==> src/rtl/mips_dmem_bridge.sv <==
// MEM-stage load/store bridge: one req/ack bus transaction per load or store, with a pipeline stall and an optional timeout.
// Build option: define DMEM_ALIGN_CHECK_EN to trap misaligned accesses (AdELM/AdESM) instead of masking the low address bits.
module mips_dmem_bridge #(
    parameter int TIMEOUT = 255
) (
    input  logic        clk,
    input  logic        rst,
    input  logic [5:0]  opM,
    input  logic        MemReadM,
    input  logic        MemWriteM,
    input  logic [31:0] EXResultM,
    input  logic [31:0] WriteDataM,
    output logic [31:0] ReadDataM,
    output logic        MemStallM,
    output logic        BusErrM,
    output logic        AdELM,
    output logic        AdESM,
    output logic        dbus_req,
    output logic        dbus_we,
    output logic [3:0]  dbus_be,
    output logic [31:0] dbus_addr,
    output logic [31:0] dbus_wdata,
    input  logic        dbus_ack,
    input  logic [31:0] dbus_rdata
);

    localparam logic [1:0] S_IDLE = 2'd0;
    localparam logic [1:0] S_BUSY = 2'd1;
    localparam logic [1:0] S_DONE = 2'd2;

    localparam logic [5:0] OP_LB  = 6'h20;
    localparam logic [5:0] OP_LH  = 6'h21;
    localparam logic [5:0] OP_LW  = 6'h23;
    localparam logic [5:0] OP_LBU = 6'h24;
    localparam logic [5:0] OP_LHU = 6'h25;
    localparam logic [5:0] OP_SB  = 6'h28;
    localparam logic [5:0] OP_SH  = 6'h29;
    localparam logic [5:0] OP_SW  = 6'h2B;

    localparam logic [1:0] SZ_BYTE = 2'd0;
    localparam logic [1:0] SZ_HALF = 2'd1;
    localparam logic [1:0] SZ_WORD = 2'd2;

    logic [1:0]  r_state;
    logic [31:0] r_cnt;
    logic [5:0]  r_op;
    logic [1:0]  r_lane;
    logic [31:0] r_rdata;
    logic        r_err;

    logic        w_is_load;
    logic        w_is_store;
    logic [1:0]  w_size;
    logic        w_mis;
    logic        w_access;
    logic [1:0]  w_lane;
    logic [3:0]  w_be;
    logic [31:0] w_wdata;

    // Select the addressed lane of the bus word and sign/zero-extend it.
    function automatic logic [31:0] fmt_load(input logic [5:0] op, input logic [1:0] lane,
                                             input logic [31:0] word);
        logic [7:0]  b;
        logic [15:0] h;
        b = word[8*lane +: 8];
        h = lane[1] ? word[31:16] : word[15:0];
        case (op)
            OP_LB:   fmt_load = {{24{b[7]}}, b};
            OP_LBU:  fmt_load = {24'h0, b};
            OP_LH:   fmt_load = {{16{h[15]}}, h};
            OP_LHU:  fmt_load = {16'h0, h};
            default: fmt_load = word;
        endcase
    endfunction

    // NOTE: every signal gets a default before the case so no path leaves it unassigned (no latch).
    always_comb begin
        w_is_load  = 1'b0;
        w_is_store = 1'b0;
        w_size     = SZ_WORD;
        case (opM)
            OP_LB, OP_LBU: begin w_is_load  = 1'b1; w_size = SZ_BYTE; end
            OP_LH, OP_LHU: begin w_is_load  = 1'b1; w_size = SZ_HALF; end
            OP_LW:         begin w_is_load  = 1'b1; w_size = SZ_WORD; end
            OP_SB:         begin w_is_store = 1'b1; w_size = SZ_BYTE; end
            OP_SH:         begin w_is_store = 1'b1; w_size = SZ_HALF; end
            OP_SW:         begin w_is_store = 1'b1; w_size = SZ_WORD; end
            default:       ;
        endcase
        // Conflicting read/write strobes are treated as no access.
        w_is_load  = w_is_load  && MemReadM  && !MemWriteM;
        w_is_store = w_is_store && MemWriteM && !MemReadM;

        case (w_size)
            SZ_BYTE: w_lane = EXResultM[1:0];
            SZ_HALF: w_lane = {EXResultM[1], 1'b0};
            default: w_lane = 2'b00;
        endcase

`ifdef DMEM_ALIGN_CHECK_EN
        w_mis = ((w_size == SZ_HALF) && EXResultM[0]) ||
                ((w_size == SZ_WORD) && (EXResultM[1:0] != 2'b00));
`else
        w_mis = 1'b0;
`endif
        w_access = (w_is_load || w_is_store) && !w_mis;

        case (w_size)
            SZ_BYTE: begin w_be = 4'b0001 << w_lane;                 w_wdata = {4{WriteDataM[7:0]}};  end
            SZ_HALF: begin w_be = w_lane[1] ? 4'b1100 : 4'b0011;     w_wdata = {2{WriteDataM[15:0]}}; end
            default: begin w_be = 4'b1111;                           w_wdata = WriteDataM;            end
        endcase
        if (!w_is_store)
            w_wdata = 32'h0;
    end

    // NOTE: async reset in the sensitivity list; state uses non-blocking assignments only.
    always_ff @(posedge clk or posedge rst) begin
        if (rst) begin
            r_state    <= S_IDLE;
            r_cnt      <= 32'h0;
            r_op       <= 6'h0;
            r_lane     <= 2'b00;
            r_rdata    <= 32'h0;
            r_err      <= 1'b0;
            dbus_we    <= 1'b0;
            dbus_be    <= 4'h0;
            dbus_addr  <= 32'h0;
            dbus_wdata <= 32'h0;
        end else begin
            case (r_state)
                S_IDLE: begin
                    if (w_access) begin
                        r_op       <= opM;
                        r_lane     <= w_lane;
                        r_cnt      <= 32'h0;
                        r_err      <= 1'b0;
                        dbus_we    <= w_is_store;
                        dbus_be    <= w_be;
                        dbus_addr  <= {EXResultM[31:2], 2'b00};
                        dbus_wdata <= w_wdata;
                        r_state    <= S_BUSY;
                    end
                end
                S_BUSY: begin
                    if (dbus_ack) begin
                        r_rdata <= dbus_we ? 32'h0 : fmt_load(r_op, r_lane, dbus_rdata);
                        r_state <= S_DONE;
                    end else if (TIMEOUT != 0 && r_cnt == 32'(TIMEOUT - 1)) begin
                        r_rdata <= 32'h0;
                        r_err   <= 1'b1;
                        r_state <= S_DONE;
                    end else begin
                        r_cnt <= r_cnt + 32'h1;
                    end
                end
                S_DONE: begin
                    r_err   <= 1'b0;
                    r_state <= S_IDLE;
                end
                default: r_state <= S_IDLE;
            endcase
        end
    end

    // Stall and trap outputs are forced low while reset is held, even with an access pending.
    assign dbus_req  = (r_state == S_BUSY);
    assign MemStallM = !rst && (((r_state == S_IDLE) && w_access) || (r_state == S_BUSY));
    assign ReadDataM = (r_state == S_DONE) ? r_rdata : 32'h0;
    assign BusErrM   = (r_state == S_DONE) && r_err;

`ifdef DMEM_ALIGN_CHECK_EN
    assign AdELM = !rst && (r_state == S_IDLE) && w_is_load  && w_mis;
    assign AdESM = !rst && (r_state == S_IDLE) && w_is_store && w_mis;
`else
    assign AdELM = 1'b0;
    assign AdESM = 1'b0;
`endif

endmodule

==> config.mk <==
export PLATFORM = sky130hd
export DESIGN_NAME = mips_dmem_bridge
export DESIGN_NICKNAME = d
export VERILOG_FILES = /design/src/rtl/mips_dmem_bridge.sv
export SDC_FILE = /design/constraint.sdc
export NUM_CORES = 1
export LEC_CHECK = 0
export ABC_AREA = 1
export ABC_CLOCK_PERIOD_IN_PS = 10890
export BUFFER_PORTS_ARGS = -buffer_cell sky130_fd_sc_hd__buf_4
export CAP_MARGIN = 20
export CORE_ASPECT_RATIO = 1.5
export CORE_MARGIN = 1
export CORE_UTILIZATION = 29
export DETAILED_ROUTE_END_ITERATION = 8
export PLACE_DENSITY_LB_ADDON = 0.2
export SLEW_MARGIN = 30
export SYNTH_ARGS = -nofsm -noshare
export SYNTH_HDL_FRONTEND = slang
export SYNTH_SLANG_ARGS = --single-unit
==> constraint.sdc <==
create_clock -name clk -period 10.89 [get_ports clk]
set_input_delay 1.6335 -clock clk [delete_from_list [all_inputs] [get_ports clk]]
set_output_delay 1.6335 -clock clk [all_outputs]
set_load 0.01 [all_outputs]
==> results by group <==
Outcome
  – Run status: finished clean

Placed design
  – GP Congestion: 0.853
  – Count of buffers inserted at the top-level ports: 208
  – Sum of net half-perimeters after detailed placement: ~18000 um
  – Cells after DPL: 1683

CTS
  – Number of sinks handled by clock tree synthesis: 142
  – Buffer depth of the longest clock path: 2
  – Clock edge transition at the registers on the reported setup and hold paths: 60 ps
  – Total of hold buffers inserted after clock tree synthesis: 0
  – Post-CTS Resized: 0
  – Total CTS buffers: 17
  – CTS tree: built
  – Number of post-CTS setup repair buffers: 0
  – Htree depth: 4
  – Clock root buffer master: sky130_fd_sc_hd__clkbuf_16
  – Latest clock arrival within the worst-skew pair: 430 ps

Setup path
  – Worst path bufs/invs: 3
  – Critical path, cell by cell: buf_4 -> inv_1 -> nand2_1 -> nor3_1 -> nand2_1 -> nand2_1 -> nand2_4 -> a21oi_2 -> buf_4
  – Most frequent CP cell: sky130_fd_sc_hd__nand2_1
  – Classification of the worst setup path: in2out
  – Crit path launch type: input pin
  – Largest stage delay on the critical path: 340 ps
  – Crit path capture type: output pin
  – Reg2Reg Launch Point: r_state[1]$_DFFE_PP0P_
  – CP delay by family, top: simple AND/OR/NAND/NOR gates
  – Crit path required time: 9260 ps
  – Critical Path Start: opM[4]
  – Standard cell with the maximum stage delay on the critical path: sky130_fd_sc_hd__nand2_4
  – CP arrival: approximately 3100 ps
  – Crit-path max FO: 52

STA
  – Sum of negative setup slack: 0 ps
  – Maximum clock frequency: ~210 MHz
  – Fin crit share: 0.434
  – Slew of the pin with the lowest slew margin: 871 ps
  – Worst Skew: 9.19 ps
  – RSZ-0062 raised after global routing: no
  – Pins over their slew limit: 0
  – Worst slew margin relative to its limit: 0.419
  – Minimum clock period after layout: 4730 ps
  – Setup-violating endpoint count in the final report: 0
  – Final hold violation count: 0

Global route
  – Wire length of the first global-routing pass: 40200 um
  – Total global routing overflow: 0
  – Number of antenna violations at the first check in global routing: 0
  – Maximum number of pins on one net before global-route repair: 80
  – All-Layer GR Usage: 0.186
  – Vias in the first global route: 7731

Logic synthesis
  – Portion of synthesized cell area occupied by the leading cell type: 0.444
  – Sequential-to-total area share from yosys stat: 0.444
  – Post-synthesis sequential element count: ~140
  – Netlist Area Pre-Place: 8000 um2
  – Largest area contributor in the synthesized netlist: sky130_fd_sc_hd__dfrtp_1
  – Post-synthesis cell count: between 1k and 1.5k
  – Synth area leaders: sky130_fd_sc_hd__dfrtp_1 (44%), sky130_fd_sc_hd__nand2_1 (20%), sky130_fd_sc_hd__nor2_1 (8.7%), sky130_fd_sc_hd__nand3_1 (6.1%), sky130_fd_sc_hd__inv_1 (5.3%)
  – Number of synthesis warnings: 0
  – Average cell area after synthesis: about 6.8 um2
  – Count of different cell masters after synthesis: 32

Final layout
  – Layout area overhead: 29.2%
  – Share of final-layout standard cells stronger than drive strength 1: 0.196
  – Most used cells in the layout excluding fill and tap cells: sky130_fd_sc_hd__nand2_1 (435), sky130_fd_sc_hd__buf_4 (216), sky130_fd_sc_hd__nor2_1 (185)
  – Commonest non-fill, non-tap cell in the layout: sky130_fd_sc_hd__nand2_1
  – Number of cells in the finished layout apart from fillers: 1715
  – Layout Nets: around 1.5k
  – Fill cells: 2973
  – Count of antenna diodes in the layout: 0

Route
  – Remaining routing DRC violations: 0
  – Vias/cell: ~4.6
  – Via count: 7898
  – DRC marker count from the first detailed-route iteration: 489
  – Antenna-violating nets left: 0
  – Wire length per cell: between 10 and 15 um
  – Detailed-router iteration count before antenna repair: 5
  – Post-detailed-routing wire length: 25300 um

Hold path
  – HP Class: reg2reg
  – Start point of the worst min-delay path: r_op[5]$_DFFE_PP0P_

Job
  – Reported max-cap violation count: 0

Die
  – Chip height: 205 um
  – Die ar.: between 20000 and 30000 um2
  – Initial cell density of the core: 0.294
  – Row count: 74
  – Top-Level Pins: 213
  – Std-Cell Core Area: 27200 um2
  – Chip width: 138 um

Pwr
  – Pwr/cell area: 157 nW/um2
  – Leakage: 0.00525 uW
  – Peak supply drop: 0.000113 V
-- registers in the layout, indices dropped and copies added (netlist names) --
register    count
dbus_addr      30
dbus_be         4
dbus_wdata     32
dbus_we         1
r_cnt          32
r_err           1
r_lane          2
r_op            6
r_rdata        32
r_state         2
-- Yosys cell counts --
cell type,n
sky130_fd_sc_hd__nand2_1,435
sky130_fd_sc_hd__nor2_1,185
sky130_fd_sc_hd__dfrtp_1,142
sky130_fd_sc_hd__inv_1,112
sky130_fd_sc_hd__nand3_1,98
sky130_fd_sc_hd__o21ai_0,55
sky130_fd_sc_hd__a21oi_1,23
sky130_fd_sc_hd__buf_2,18
sky130_fd_sc_hd__clkbuf_1,15
sky130_fd_sc_hd__o21ai_1,14
sky130_fd_sc_hd__buf_4,10
sky130_fd_sc_hd__xnor2_1,9
sky130_fd_sc_hd__o22ai_1,8
sky130_fd_sc_hd__buf_6,6
sky130_fd_sc_hd__nand4_1,5
sky130_fd_sc_hd__nor2_4,5
sky130_fd_sc_hd__inv_2,4
sky130_fd_sc_hd__xor2_1,4
sky130_fd_sc_hd__buf_1,3
sky130_fd_sc_hd__nand2_2,3
sky130_fd_sc_hd__nand2_4,3
sky130_fd_sc_hd__nor2_2,3
sky130_fd_sc_hd__nor3_1,3
sky130_fd_sc_hd__ha_1,2
sky130_fd_sc_hd__nand3_2,2
sky130_fd_sc_hd__a21oi_2,1
sky130_fd_sc_hd__a22oi_1,1
sky130_fd_sc_hd__and2_1,1
sky130_fd_sc_hd__conb_1,1
sky130_fd_sc_hd__nor3_2,1
sky130_fd_sc_hd__nor3b_1,1
sky130_fd_sc_hd__o21a_1,1
-- final cells by class --
cell class / count / area (um2) / area share
flip-flops and latches: 142 / 3550 / 0.344
multi-input cells: 867 / 3720 / 0.360
clock buffers: 21 / 460 / 0.0446
inverters: 116 / 440 / 0.0426
clock inverters: 11 / 108 / 0.0104
repair buffers: 216 / 1620 / 0.157
well taps: 342 / 428 / 0.0414
-- cell families (layout without fill, tap and decap cells) --
logic type	Yosys count	after routing	synth area share
DFF	142	142	0.444
other	1	4	0.000469
buffers and inverters	168	364	0.0919
xor gates and xnor gates	13	13	0.0142
adders and majority gates	2	2	0.00313
and+or+nand+nor	745	745	0.379
AOI/OAI and AO/OA	103	103	0.0668
-- path summary, 6_finish.rpt --
path                                            end  slack [ps]  depth (start not counted)
min in group asynchronous  dbus_addr[3]$_DFFE_PP0P_        1350                          2
max reg2reg                   r_cnt[18]$_DFFE_PP0P_        8460                          6
min reg2reg                     r_op[5]$_DFFE_PP0P_         460                          2
min                             r_op[5]$_DFFE_PP0P_         460                          2
max in group asynchronous   r_rdata[25]$_DFFE_PP0P_        8180                          3
max                                       MemStallM        6160                          9
-- worst min-delay path, cell delays in order (launching register included) --
cell and delay, ps:
sky130_fd_sc_hd__dfrtp_1 320, sky130_fd_sc_hd__inv_1 50, sky130_fd_sc_hd__nand2_1 60
-- per-stage QoR --
stage / power [uW] / area (um2) / setup slack (ps) / utilization / hold WS, ps
global placement: 1050 / 9770 / 6120 / 0.359 / 437
finish: 1620 / 10300 / 6160 / 0.380 / 462
global route: 1720 / 10300 / 6080 / 0.380 / 476
detailed placement: 1060 / 9770 / 6130 / 0.359 / 447
floorplan: 885 / 8010 / 5450 / - / 421
CTS: 1640 / 10300 / 6130 / 0.380 / 462
-- routing by layer --
metal	GRT usage	routed length, um
met1	0.213	10300
met2	0.322	12800
met3	0.0441	1460
met4	0.0812	820
met5	0	0
-- power by group --
| part | internal, uW | switching (uW) |
|---|---|---|
| clock | 329 | 245 |
| sequential | 624 | 59.4 |
| combinational | 159 | 203 |
(Power assumes the default switching activity.)
